===== src/rtl/gpio_arb_pkg.sv =====
// Shared types and constants for the GPIO access arbiter.
// Imported by rr_picker and gpio_access_arbiter.
package gpio_arb_pkg;

  typedef enum logic [1:0] {
    ARB_IDLE,
    ARB_BUSY,
    ARB_RESP
  } arb_state_e;

  localparam int unsigned ARB_LOCK_MAX = 4;
  localparam int unsigned ERR_RDATA    = 0;

endpackage


===== src/rtl/gpio_access_arbiter_rr_picker.sv =====
// Combinational round-robin priority encoder.
// Searches upward from ptr_i+1, wrapping modulo NUM_REQ.
module rr_picker
  import gpio_arb_pkg::*;
#(
  parameter  int NUM_REQ = 3,
  localparam int PW      = (NUM_REQ > 1) ? $clog2(NUM_REQ) : 1
) (
  input  logic [NUM_REQ-1:0] req_i,
  input  logic [PW-1:0]      ptr_i,
  output logic [NUM_REQ-1:0] gnt_o,
  output logic [PW-1:0]      idx_o,
  output logic               any_o
);

  int          j;
  logic [PW-1:0] jj;

  always_comb begin
    gnt_o = '0;
    idx_o = '0;
    any_o = 1'b0;
    j     = 0;
    jj    = '0;
    for (int i = 1; i <= NUM_REQ; i++) begin
      j  = (int'(ptr_i) + i) % NUM_REQ;
      jj = PW'(j);
      if (!any_o && req_i[jj]) begin
        any_o     = 1'b1;
        gnt_o[jj] = 1'b1;
        idx_o     = jj;
      end
    end
  end

endmodule


===== src/rtl/gpio_access_arbiter.sv =====
// Round-robin arbiter sharing the GPIO register port, with timeout abort.
// Define GPIO_ARB_LOCK_EN to add lock_i for atomic read-modify-write.
module gpio_access_arbiter
  import gpio_arb_pkg::*;
#(
  parameter int NUM_REQ     = 3,
  parameter int AW          = 8,
  parameter int DW          = 32,
  parameter int TIMEOUT_CYC = 16
) (
  input  logic                  clk,
  input  logic                  rst,
  input  logic [NUM_REQ-1:0]    req_i,
  input  logic [NUM_REQ-1:0]    we_i,
  input  logic [NUM_REQ*AW-1:0] addr_i,
  input  logic [NUM_REQ*DW-1:0] wdata_i,
  output logic [NUM_REQ-1:0]    gnt_o,
  output logic [NUM_REQ-1:0]    rvalid_o,
  output logic [DW-1:0]         rdata_o,
  output logic                  err_o,
  output logic                  gpio_sel_o,
  output logic                  gpio_we_o,
  output logic [AW-1:0]         gpio_addr_o,
  output logic [DW-1:0]         gpio_wdata_o,
`ifdef GPIO_ARB_LOCK_EN
  input  logic [NUM_REQ-1:0]    lock_i,
`endif
  input  logic                  gpio_ready_i,
  input  logic [DW-1:0]         gpio_rdata_i
);

  localparam int PW = (NUM_REQ > 1) ? $clog2(NUM_REQ) : 1;
  localparam int TW = $clog2(TIMEOUT_CYC) + 1;

  arb_state_e        state_q, state_d;
  logic [PW-1:0]     ptr_q, ptr_d;
  logic [PW-1:0]     owner_q, owner_d;
  logic [TW-1:0]     timer_q, timer_d;
  logic [NUM_REQ-1:0] gnt_q, gnt_d;
  logic [NUM_REQ-1:0] rvalid_q, rvalid_d;
  logic [DW-1:0]     rdata_q, rdata_d;
  logic              err_q, err_d;
  logic              sel_q, sel_d;
  logic              we_q, we_d;
  logic [AW-1:0]     addr_q, addr_d;
  logic [DW-1:0]     wdata_q, wdata_d;

  logic [PW-1:0]      pick_ptr;
  logic [NUM_REQ-1:0] win_oh;
  logic [PW-1:0]      win_idx;
  logic               win_any;
  int                 w;

`ifdef GPIO_ARB_LOCK_EN
  localparam int LW = $clog2(ARB_LOCK_MAX) + 1;
  logic          lock_q, lock_d;
  logic [LW-1:0] lcnt_q, lcnt_d;
`endif

  // A held lock makes the previous owner the first candidate.
  always_comb begin
    pick_ptr = ptr_q;
`ifdef GPIO_ARB_LOCK_EN
    if (lock_q) begin
      pick_ptr = (owner_q == '0) ? PW'(NUM_REQ-1)
                                 : owner_q - 1'b1;
    end
`endif
  end

  rr_picker #(
    .NUM_REQ (NUM_REQ)
  ) u_pick (
    .req_i (req_i),
    .ptr_i (pick_ptr),
    .gnt_o (win_oh),
    .idx_o (win_idx),
    .any_o (win_any)
  );

  always_comb begin
    state_d  = state_q;
    ptr_d    = ptr_q;
    owner_d  = owner_q;
    timer_d  = timer_q;
    gnt_d    = '0;
    rvalid_d = '0;
    rdata_d  = rdata_q;
    err_d    = err_q;
    sel_d    = sel_q;
    we_d     = we_q;
    addr_d   = addr_q;
    wdata_d  = wdata_q;
    w        = int'(win_idx);
`ifdef GPIO_ARB_LOCK_EN
    lock_d   = lock_q;
    lcnt_d   = lcnt_q;
`endif
    unique case (state_q)
      ARB_IDLE: begin
        if (win_any) begin
          gnt_d   = win_oh;
          owner_d = win_idx;
          we_d    = we_i[win_idx];
          addr_d  = addr_i[w*AW +: AW];
          wdata_d = wdata_i[w*DW +: DW];
          sel_d   = 1'b1;
          timer_d = '0;
          state_d = ARB_BUSY;
`ifdef GPIO_ARB_LOCK_EN
          if (win_idx != owner_q) begin
            lcnt_d = '0;
          end
`endif
        end
      end
      ARB_BUSY: begin
        if (gpio_ready_i) begin
          rdata_d  = we_q ? '0 : gpio_rdata_i;
          err_d    = 1'b0;
          sel_d    = 1'b0;
          rvalid_d = NUM_REQ'(1) << owner_q;
          state_d  = ARB_RESP;
        end else if (timer_q == TW'(TIMEOUT_CYC-1)) begin
          rdata_d  = DW'(ERR_RDATA);
          err_d    = 1'b1;
          sel_d    = 1'b0;
          rvalid_d = NUM_REQ'(1) << owner_q;
          state_d  = ARB_RESP;
        end else begin
          timer_d = timer_q + 1'b1;
        end
      end
      ARB_RESP: begin
        ptr_d   = owner_q;
        state_d = ARB_IDLE;
`ifdef GPIO_ARB_LOCK_EN
        lock_d = 1'b0;
        lcnt_d = '0;
        if (lock_i[owner_q] && !err_q &&
            lcnt_q < LW'(ARB_LOCK_MAX-1)) begin
          ptr_d  = ptr_q;
          lock_d = 1'b1;
          lcnt_d = lcnt_q + 1'b1;
        end
`endif
      end
      default: state_d = ARB_IDLE;
    endcase
  end

  always_ff @(posedge clk) begin
    if (rst) begin
      state_q  <= ARB_IDLE;
      ptr_q    <= PW'(NUM_REQ-1);
      owner_q  <= '0;
      timer_q  <= '0;
      gnt_q    <= '0;
      rvalid_q <= '0;
      rdata_q  <= '0;
      err_q    <= 1'b0;
      sel_q    <= 1'b0;
      we_q     <= 1'b0;
      addr_q   <= '0;
      wdata_q  <= '0;
`ifdef GPIO_ARB_LOCK_EN
      lock_q   <= 1'b0;
      lcnt_q   <= '0;
`endif
    end else begin
      state_q  <= state_d;
      ptr_q    <= ptr_d;
      owner_q  <= owner_d;
      timer_q  <= timer_d;
      gnt_q    <= gnt_d;
      rvalid_q <= rvalid_d;
      rdata_q  <= rdata_d;
      err_q    <= err_d;
      sel_q    <= sel_d;
      we_q     <= we_d;
      addr_q   <= addr_d;
      wdata_q  <= wdata_d;
`ifdef GPIO_ARB_LOCK_EN
      lock_q   <= lock_d;
      lcnt_q   <= lcnt_d;
`endif
    end
  end

  assign gnt_o        = gnt_q;
  assign rvalid_o     = rvalid_q;
  assign rdata_o      = rdata_q;
  assign err_o        = err_q;
  assign gpio_sel_o   = sel_q;
  assign gpio_we_o    = we_q & sel_q;
  assign gpio_addr_o  = addr_q;
  assign gpio_wdata_o = wdata_q;

endmodule


===== config.mk =====
export PLATFORM = sky130hd
export DESIGN_NAME = gpio_access_arbiter
export DESIGN_NICKNAME = d
export VERILOG_FILES = /design/src/rtl/gpio_arb_pkg.sv /design/src/rtl/gpio_access_arbiter_rr_picker.sv /design/src/rtl/gpio_access_arbiter.sv
export SDC_FILE = /design/constraint.sdc
export NUM_CORES = 1
export LEC_CHECK = 0
export CAP_MARGIN = 20
export CORE_AREA = 3 3 108 110
export CTS_CLUSTER_SIZE = 25
export DETAILED_ROUTE_END_ITERATION = 12
export DIE_AREA = 0 0 111 113
export GPL_TIMING_DRIVEN = 0
export HOLD_SLACK_MARGIN = 0.1
export PLACE_DENSITY = 0.84
export SLEW_MARGIN = 20
export SYNTH_ARGS = -nofsm -noshare
export SYNTH_HDL_FRONTEND = slang
export SYNTH_SLANG_ARGS = --single-unit

===== constraint.sdc =====
create_clock -name clk -period 4.2 [get_ports clk]
set_input_delay 1.26 -clock clk [delete_from_list [all_inputs] [get_ports clk]]
set_output_delay 1.26 -clock clk [all_outputs]
set_load 0.005 [all_outputs]

* After elaboration in Yosys (flattened, before gate mapping)
Cells that the tools add are included.
Operators by class: add/sub/neg operators 4, divide/modulo/power cells 3, $lt $le $gt $ge 7, equality and inequality tests 7, shifts and indexed selects 3, multiplexer cells 42, bitwise gates (word level) 6, reduce and logical (&&, ||, !) cells 17
Operator list (number):
- 32-bit by 3-bit modulo with 32-bit output (second input constant) | 3
- 32-bit two-way mux | 3
- 96-bit by 8-bit indexed part select with 32-bit output | 1
- 24-bit by 6-bit indexed part select with 8-bit output | 1
- 1-bit two-way mux | 15
- 3-bit two-way mux | 5
- 5-bit two-way mux | 3
- 2-bit by 3-bit < comparator with 1-bit output (second input constant) | 4
- 2-bit two-way mux | 6
- 5-bit case mux with 2 select lines | 1
- 1-bit binary-select mux with 2-bit select | 4
- 2-bit by 2-bit adder with 3-bit output (second input constant) | 2
- 1-bit demux with 2-bit select | 3
- 2-bit by 1-bit greater-or-equal comparator with 1-bit output (second input constant) | 3
- 3-bit OR | 2
- 2-bit AND reduction | 3
- 5-bit by 1-bit adder with 5-bit output (second input constant) | 1
- 5-bit by 4-bit equality test with 1-bit output (second input constant) | 1
- 1-bit logical AND | 5
- 2-bit inequality test (second input constant) | 2
- 2-bit case mux with 2 select lines | 1
- 4-bit AND reduction | 1
- 2-bit nonzero test | 2
- 2-bit by 1-bit adder with 3-bit output (second input constant) | 1
- other kinds (13) | 16
Storage, ports and cells: bits in registers 92, bits of input ports 161, output and inout bits 81, logic and storage cells 101

* Longest topological paths before layout
Gate-level depths: netlist of the first run.
word-level depth 13, mapped depth 10

* Modules after synthesis
Synthesis of the first run repeated with hierarchy kept, for this count alone.
Unflattened totals: cell total of the unflattened synthesis 491, area, all modules 4346.7 sq um
By module, submodules not included:
- gpio_access_arbiter | times used 1, cells an instance 450, area an instance 4048.9 sq um
- rr_picker | times used 1, cells an instance 41, area an instance 297.8 sq um

* Worst setup path before layout of the first run
No wires, ideal clock.
path type in2reg, from in req_i[2], to reg addr_q[0] (netlist: gpio_addr_o[0]), arrival time 2444 ps, data required time 4108 ps, setup slack 1664 ps, stages 7, cell sequence nand3b_1 > o21ai_4 > o31ai_4 > nand2b_1 > buf_4 > buf_6 > o32ai_1
Between the ends: cells in the longest elaborated chain, start to end 10
RTL lines:
- start: declaration | line gpio_access_arbiter.sv:13 | input logic [NUM_REQ-1:0] req_i,
- 1-bit binary-select mux with 2-bit select | line gpio_access_arbiter_rr_picker.sv:28 | if (!any_o && req_i[jj]) begin
- 1-bit two-way mux (not written as such) | line gpio_access_arbiter_rr_picker.sv:28
- 1-bit two-way mux | line gpio_access_arbiter_rr_picker.sv:28
- 1-bit logical NOT | line gpio_access_arbiter_rr_picker.sv:28
- 1-bit logical AND | line gpio_access_arbiter_rr_picker.sv:28
- 1-bit two-way mux | line gpio_access_arbiter_rr_picker.sv:28
- 1-bit logical NOT | line gpio_access_arbiter_rr_picker.sv:28
- 1-bit logical AND | line gpio_access_arbiter_rr_picker.sv:28
- 2-bit two-way mux / 1-bit two-way mux (equally long branches) | line gpio_access_arbiter_rr_picker.sv:28
- 24-bit by 6-bit indexed part select with 8-bit output / 2-bit AND reduction (equally long branches)
- end signal: assignment | line gpio_access_arbiter.sv:181 | addr_q <= addr_d;
- end: declaration | line gpio_access_arbiter.sv:45 | logic [AW-1:0] addr_q, addr_d;
Parallel ways exist; a longest one is shown, timed or not. The select of a mux whose other input is x is not followed. A chain may end at the register's enable or synchronous reset.

* Worst setup path in the final report of the first run
from in req_i[2], to reg addr_q[7] (netlist: gpio_addr_o[7])
The elaborated chain is that of the path after synthesis.

==> impl_metrics.tcl, run 1 <==
set metrics [dict create \
    grt.total_usage_pct 25.3 \
    syn-cell-area_um2 4460 \
    core_area_um2 10800 \
    syn-instance-count 513 \
    synth_warnings 0 \
    first_global_vias 5070 \
    antenna_left 0 \
    cts.reportedPaths.clkPinSlew_ps 90 \
    area_delta_synth_final_pct 62.4 \
    cp_top_family "buffers and inverters" \
    diodes 0 \
    rsz0062_at_grt "no" \
    drc 0 \
    avgSynthCellArea_um2 8.69 \
    min_period_ps 3150 \
    drt-initial-drc-count 516 \
    max_stage_delay_ps 570 \
    die-height_um 113 \
    fmax_ghz 0.318 \
    vias_per_cell 5.63 \
    postLayoutCoreUtil_pct 67.1 \
    hold_viol 0 \
    reg2reg_from "pick_ptr[0]$_SDFFE_PP0N_" \
    hp-class "register to register" \
    fin_nets 932 \
    grt_pass1_wl_um 26000 \
    r2r-end "gpio_wdata_o[19]$_SDFFE_PP0P_" \
    cts_max_path_buffers 2 \
    drv_cap 0 \
    cts_made_buffers 9 \
    vias 5124 \
    cpMaxStageDelayCell "clkdlybuf4s50_1" \
    root_buffer "clkbuf_8" \
    yosysUniqueCellTypes 44 \
    hold_end "gpio_wdata_o[7]$_SDFFE_PP0P_" \
    synth_top_area_share_pct 41.3 \
    syn_nets 680 \
    leakage_nw 2.55 \
    reg2reg_slack_ps 1610 \
    h-tree-depth 3 \
    synth_edf_count 0 \
    port-buffer-count 241 \
    powerDensity_nw_per_um2 322 \
    tns_ps 0 \
    synthTopCellsByArea "dfxtp_1 (41%), o32ai_1 (8.1%), a211oi_1 (7.2%), nor4_1 (5.9%), a22oi_1 (5.4%)" \
    path_cells "clkdlybuf4s50_1, nand3b_1, o32ai_2, clkbuf_1, nor4_1, o32ai_1" \
    ys_seq_area_share_pct 41.3 \
    fillCellCount 883 \
    reg2reg_depth 10 \
    status "completed" \
    relSlewSlack_pct 53.4 \
    io_pins 242 \
    clock_sinks 92 \
    gp_congestion 0.979 \
    wirelength_um 16500 \
    crit_type "input port to register" \
    ir_drop_uv 210 \
    async_flop_share_pct 0 \
    cts_tree "yes" \
    layout_commonest_cell "clkdlybuf4s50_1" \
    synth_area_leader_cell "dfxtp_1" \
    cp.required_ps 4460 \
    worstSkewPairLatency_ps 360 \
    setup_violations 0 \
    hpwl_um 12600 \
    synthFlopType "dfxtp_1" \
    end_kind "register" \
    cts_resized 0 \
    yosys_register_bits 92 \
    grt-ovfl-total 0 \
    layout_common_cells "clkdlybuf4s50_1 (241), dfxtp_1 (92), inv_1 (48), nor2_1 (43), a211oi_1 (43)" \
    crit_arrival_ps 3410 \
    hold_buffers 0 \
    worst_pin_slew_ps 694 \
    worst_clock_skew_ps 11.5 \
    post-route-period-util_pct 75.0 \
    grt_max_degree 15 \
    die_w_um 111 \
    maxSlewViolCount 0 \
    placement_rows 38 \
    dr.pass1.iters 6 \
    antenna_found_initial 0 \
    crit_buf_inv 2 \
    dieArea_um2 12500 \
    start_util_pct 41.3 \
    start_kind "input port" \
    wl_per_cell_um 18.1 \
    drive_gt1_share_pct 7.79 \
    cp_max_fo 10 \
    hold_depth 2 \
    post_cts_buffers 0 \
    cp.depth 6 \
    min_from "gpio_wdata_o[7]$_SDFFE_PP0P_" \
]
## cell families after synthesis
group,synth area share [%]
xor+xnor,0.393
mux,1.43
compound gates,30.3
simple gates,14.5
fa+ha+maj,1.68
flops,41.3
buf+inv,10.4
## synth_stat cells (all sizes together) (2+ instances only)
library cell,count
nand3b,3
xor2,2
mux2i,6
dfxtp,92
and2,4
o32ai,42
nor4,42
nor4b,2
ha,6
nor2b,6
nor2,43
a22oi,32
inv,48
o21a,2
nand2b,5
o31ai,2
and3,2
buf,37
a211oi,43
nand3,4
clkbuf,16
a21oi,8
o21ai,45
nand2,8
## routing by layer
layer | vias to the layer above | wire (µm) | part of all wire (%) | global-route usage [%]
met2 | 277 | 7780 | 47 | 43.0
li1 | 2436 | - | - | -
met1 | 2374 | 6520 | 40 | 30.1
met3 | 37 | 1710 | 10 | 8.24
met5 | - | 0 | 0 | 0
met4 | 0 | 479 | 2.9 | 8.87
## flip-flops by register name (all words and copies together), names as in the netlist
signal and flops:
rvalid_o 3, pick_ptr 2, state_q 2, timer_q 5, gpio_wdata_o 32, owner_q 2, we_q 1, rdata_o 32
err_o 1, gpio_addr_o 8, gpio_sel_o 1, gnt_o 3
## worst reg2reg max path, delay by kind of cell, from the launching register on
family,cells,cell delay [ps]
buffers and inverters,4,660
AOI/OAI and AO/OA,2,440
DFF,1,390
and+or+nand+nor,3,610
adders and majority gates,1,380
## area by class of cell
cell class	instances	area, µm²	area share, %
Multi-Input combinational cell	320	2150	29.7
Clock buffer	12	145	2.00
Tap cell	140	175	2.42
Timing Repair Buffer	241	2410	33.3
Buffer	53	284	3.92
Inverter	48	180	2.49
Sequential cell	92	1840	25.4
Clock inverter	4	48.8	0.674
## where the power goes
group / total [mW] / internal, mW / switching, mW
clock network: 0.602 / 0.292 / 0.310
logic: 0.723 / 0.408 / 0.315
registers: 1.00 / 0.957 / 0.0468
## worst max-delay path by stage
stage	startpoint	to	slack, ps
5_1_grt	req_i[2]	gpio_addr_o[3]$_SDFFE_PP0P_	840
2_1_floorplan	req_i[2]	gpio_addr_o[0]$_SDFFE_PP0P_	1660
6_report	req_i[2]	gpio_addr_o[7]$_SDFFE_PP0P_	1050
3_3_place_gp	req_i[2]	gpio_addr_o[3]$_SDFFE_PP0P_	760
4_1_cts	req_i[2]	we_q$_SDFFE_PP0P_	1050
3_5_place_dp	req_i[2]	we_q$_SDFFE_PP0P_	670
## through the flow
stage	instance area, µm²	cells	power [mW]	hold slack, ps	worst slack, ps
6_report	7240	910	2.33	462	1050
5_1_grt	7240	910	2.45	474	841
4_1_cts	7240	910	2.34	460	1050
3_5_place_dp	7050	894	1.74	447	672
3_3_place_gp	7050	894	1.72	442	763
2_1_floorplan	4460	513	1.33	442	1660
Power figures use the tool's default switching activity.
==> run 2: changes to the inputs <==
Settings changed: CORE_AREA 3 3 108 110 to 3 3 111 113, DIE_AREA 0 0 111 113 to 0 0 114 116, PLACE_DENSITY 0.84 to 0.8.
Clock period 4.2 ns to 3.2 ns, I/O delays scaled along.
==> run 2 against run 1 <==
Effect of this change: clock power up 110%; critical path depth unchanged; clock skew down 6.1 ps; wire length up 1.7%; sequential power up 32%; sequential share of layout area down 0.56 points; setup slack worse by 750 ps; critical path type unchanged; largest power group unchanged; highest routed layer unchanged.
==> impl_metrics.tcl, run 2 (synthesized netlist as in run 1, its figures left out) <==
set metrics [dict create \
    start_util_pct 39.0 \
    powerDensity_nw_per_um2 475 \
    die_w_um 114 \
    hp-class "register to register" \
    vias 5101 \
    p_comb_share_pct 27.0 \
    p_switching_uw 947 \
    drt-initial-drc-count 399 \
    root_buffer "clkbuf_16" \
    dieArea_um2 13200 \
    hpwl_um 12700 \
    multi_input_area_um2 2150 \
    swShare_pct 26.9 \
    dpl_cell_area_um2 7050 \
    diodes 0 \
    end_kind "register" \
    ff_latch_area_um2 1840 \
    cp.required_ps 3430 \
    port-buffer-count 241 \
    cpMaxStageDelayCell "clkdlybuf4s50_1" \
    drive_gt1_share_pct 8.05 \
    worst_pin_slew_ps 651 \
    h-tree-depth 3 \
    cts_resized 0 \
    drv_cap 0 \
    worstSkewPairLatency_ps 340 \
    area_delta_synth_final_pct 66.0 \
    layout_common_cells "clkdlybuf4s50_1 (241), dfxtp_1 (92), inv_1 (48), nor2_1 (43), a211oi_1 (43)" \
    antenna_left 0 \
    rsz0062_at_grt "no" \
    grt_max_degree 18 \
    relSlewSlack_pct 56.3 \
    dr.pass1.iters 7 \
    wl_per_cell_um 18.4 \
    post-route-period-util_pct 90.5 \
    vias_per_cell 5.59 \
    min_period_ps 2900 \
    gp_congestion 0.893 \
    crit_type "input port to register" \
    die-height_um 116 \
    fin_nets 932 \
    antenna_found_initial 0 \
    wirelength_um 16800 \
    grt-ovfl-total 0 \
    drc 0 \
    worst_clock_skew_ps 5.41 \
    cp_max_fo 10 \
    leakage_nw 2.63 \
    crit_arrival_ps 3130 \
    grt.total_usage_pct 24.6 \
    pwr-share-clk_pct 35.4 \
    clock_sinks 92 \
    hold_buffers 0 \
    whs_ps 459 \
    layout_commonest_cell "clkdlybuf4s50_1" \
    io_pins 242 \
    start_kind "input port" \
    ir_drop_uv 252 \
    tns_ps 0 \
    fillCellCount 955 \
    pre_cts_ws_ps -64.3 \
    cts_tree "yes" \
    max_stage_delay_ps 560 \
    cts_made_buffers 9 \
    setup_violations 0 \
    placement_rows 39 \
    p_int_mw 2.57 \
    finalInstanceArea_um2 7400 \
    path_cells "clkdlybuf4s50_1, nand3b_1, o32ai_2, clkbuf_1, nor4_1, o32ai_1" \
    maxSlewViolCount 0 \
    hold_viol 0 \
    grt_pass1_wl_um 26300 \
    cts_max_path_buffers 2 \
    status "completed" \
    cts.reportedPaths.clkPinSlew_ps 70 \
    core_area_um2 11400 \
    post_cts_buffers 0 \
    seq_power_share_pct 37.6 \
    fmax_ghz 0.345 \
    setup_slack_ps 303 \
    first_global_vias 5297 \
]
-- run 2: changes by cell type in the layout (fill, tap and decap cells not counted), sizes merged --
cell	previous run	this run
clkinv	3	0
bufinv	1	3
clkbuf	28	25
inv	48	52
-- run 2: final timing paths --
| path | to | cells past startpoint | slack (ps) | from |
|---|---|---|---|---|
| max | gpio_addr_o[5]$_SDFFE_PP0P_ | 6 | 300 | req_i[2] |
| min | gpio_addr_o[3]$_SDFFE_PP0P_ | 2 | 460 | gpio_addr_o[3]$_SDFFE_PP0P_ |
| max reg2reg | gpio_addr_o[5]$_SDFFE_PP0P_ | 7 | 640 | pick_ptr[0]$_SDFFE_PP0N_ |
| min reg2reg | gpio_addr_o[3]$_SDFFE_PP0P_ | 2 | 460 | gpio_addr_o[3]$_SDFFE_PP0P_ |
-- run 2: power groups by stage --
stage | clock network, mW | logic (mW) | registers (mW)
2_1_floorplan | 0 | 0.405 | 1.34
3_3_place_gp | 0 | 0.921 | 1.34
3_5_place_dp | 0 | 0.942 | 1.35
4_1_cts | 1.27 | 0.948 | 1.32
5_1_grt | 1.33 | 1.03 | 1.33
6_report | 1.25 | 0.948 | 1.32
-- run 2: through the flow --
stage / cells / util, % / total power [mW]
after floorplan: 513 / - / 1.75
final: 913 / 64.8 / 3.52
after CTS: 913 / 64.8 / 3.54
after detailed placement: 897 / 61.7 / 2.29
after global routing: 913 / 64.8 / 3.69
after global placement: 897 / 61.7 / 2.26
-- run 2: layout make-up --
class                   instances  share of cell area, %
well taps                     143                   2.42
clock buffers                   9                   3.04
multi-input cells             320                   29.1
clock inverters                 7                   1.72
flip-flops and latches         92                   24.9
repair buffers                241                   32.6
inverters                      48                   2.43
plain buffers                  53                   3.84
-- run 2: per-layer routing --
layer | GRT usage, % | up-vias | share of wire [%]
met4 | 10.3 | 0 | 2.9
met5 | 0 | - | 0
met3 | 8.09 | 39 | 9.9
met1 | 28.9 | 2358 | 40
li1 | - | 2431 | -
met2 | 41.3 | 273 | 47
-- run 2: worst max-delay path: cells and delay by family --
kind | cells | cell delay (ps)
and+or+nand+nor | 2 | 370
buffers and inverters | 2 | 970
AOI/OAI and AO/OA | 2 | 830
==> run 3: changes to the inputs <==
Settings changed: CORE_AREA 3 3 111 113 to 3 3 117 108, DIE_AREA 0 0 114 116 to 0 0 120 111, PLACE_DENSITY 0.8 to 0.79.
==> run 3 against run 2 <==
Effect of this change: global-route usage shrank 0.20 points; clock-buffer cell count grew 1; final area shrank 0.15%; clock skew grew 2.1 ps; utilization shrank 0.19 points; critical path type unchanged; register-to-register slack is essentially flat; maximum frequency is essentially flat; setup slack gained 2.5 ps.
==> impl_metrics.tcl, run 3 (synthesized netlist as in run 1, its figures left out) <==
set metrics [dict create \
    min_period_ps 2890 \
    layout_common_cells "clkdlybuf4s50_1 (241), dfxtp_1 (92), inv_1 (48), nor2_1 (43), a211oi_1 (43)" \
    h-tree-depth 3 \
    hpwl_um 12800 \
    cpMaxStageDelayCell "clkdlybuf4s50_1" \
    wl_per_cell_um 18.2 \
    status "completed" \
    placed_cells 910 \
    seq_power_share_pct 38.5 \
    cts_resized 0 \
    port-buffer-count 241 \
    cts_max_path_buffers 2 \
    crit_arrival_ps 3130 \
    path_cells "clkdlybuf4s50_1, nand3b_1, o32ai_2, clkbuf_1, nor4_1, o32ai_1" \
    worst_pin_slew_ps 685 \
    setup_slack_ps 305 \
    io_pins 242 \
    drv_cap 0 \
    wirelength_um 16800 \
    finalInstanceArea_um2 7390 \
    worst_clock_skew_ps 7.55 \
    total_power_mw 3.43 \
    drive_gt1_share_pct 7.92 \
    post-route-period-util_pct 90.5 \
    ir_drop_uv 290 \
    postLayoutCoreUtil_pct 64.6 \
    grt_pass1_wl_um 26400 \
    core_area_um2 11400 \
    clock_sinks 92 \
    vias 5150 \
    setup_violations 0 \
    layout_commonest_cell "clkdlybuf4s50_1" \
    p_int_mw 2.49 \
    placement_rows 37 \
    die_w_um 120 \
    worstSkewPairLatency_ps 340 \
    rsz0062_at_grt "no" \
    start_util_pct 39.0 \
    antenna_found_initial 0 \
    max_stage_delay_ps 560 \
    gp_congestion 0.872 \
    cts_tree "yes" \
    cts.reportedPaths.clkPinSlew_ps 70 \
    powerDensity_nw_per_um2 464 \
    vias_per_cell 5.56 \
    hold_buffers 0 \
    grt_max_degree 17 \
    antenna_left 0 \
    cp_max_fo 10 \
    area_delta_synth_final_pct 65.8 \
    leakage_nw 2.61 \
    drt-initial-drc-count 448 \
    grt.total_usage_pct 24.4 \
    pre_cts_ws_ps -74.4 \
    dpl_cell_area_um2 7070 \
    swShare_pct 27.6 \
    p_switching_uw 946 \
    p_comb_share_pct 27.5 \
    dr.pass1.iters 5 \
    dieArea_um2 13300 \
    post_cts_buffers 0 \
    fin_nets 932 \
    crit_type "input port to register" \
    relSlewSlack_pct 54.1 \
    grt-ovfl-total 0 \
    root_buffer "clkbuf_16" \
    hold_viol 0 \
    die-height_um 111 \
    start_kind "input port" \
    pwr-share-clk_pct 33.9 \
    whs_ps 459 \
    first_global_vias 5102 \
    diodes 0 \
    hp-class "register to register" \
    maxSlewViolCount 0 \
    end_kind "register" \
    tns_ps 0 \
    fmax_ghz 0.345 \
    cp.required_ps 3440 \
    instances_no_fill 926 \
    cts_made_buffers 9 \
    drc 0 \
]
[run 3: cell types whose count changed in the layout (fill, tap and decap cells not counted), sizes merged]
cell	change
clkbuf	+1
clkinvlp	+1
clkinv	+1
bufinv	-1
inv	-2
[run 3: area by class of cell]
cell class | instances | area (µm²)
fillers | 951 | 4040
well taps | 156 | 195
multi-input cells | 320 | 2150
plain buffers | 53 | 284
clock inverters | 6 | 96.3
clock buffers | 10 | 229
flip-flops and latches | 92 | 1840
repair buffers | 241 | 2410
inverters | 48 | 180
[run 3: worst paths after layout]
check,cells after the start,slack (ps),end,startpoint
max,6,310,gpio_addr_o[4]$_SDFFE_PP0P_,req_i[2]
min,2,460,gpio_wdata_o[0]$_SDFFE_PP0P_,gpio_wdata_o[0]$_SDFFE_PP0P_
max reg2reg,7,630,gpio_addr_o[4]$_SDFFE_PP0P_,pick_ptr[0]$_SDFFE_PP0N_
min reg2reg,2,460,gpio_wdata_o[0]$_SDFFE_PP0P_,gpio_wdata_o[0]$_SDFFE_PP0P_
[run 3: routing by layer]
metal,vias to the layer above,track usage [%],wire [µm]
li1,2428,-,-
met1,2421,29.0,6830
met2,278,41.3,7960
met3,23,8.88,1760
met4,0,6.49,291
met5,-,0,0
[run 3: power groups by stage]
stage,combinational [mW],clock (mW),sequential [mW]
final,0.946,1.17,1.32
after global routing,1.02,1.23,1.33
after CTS,0.946,1.19,1.32
after detailed placement,0.939,0,1.34
after global placement,0.920,0,1.34
after floorplan,0.405,0,1.34
[run 3: worst max-delay path, delay by kind of cell]
family | cells | cell delay [ps]
AO/OA/AOI/OAI | 2 | 800
buffers and inverters | 2 | 990
AND/OR/NAND/NOR | 2 | 370
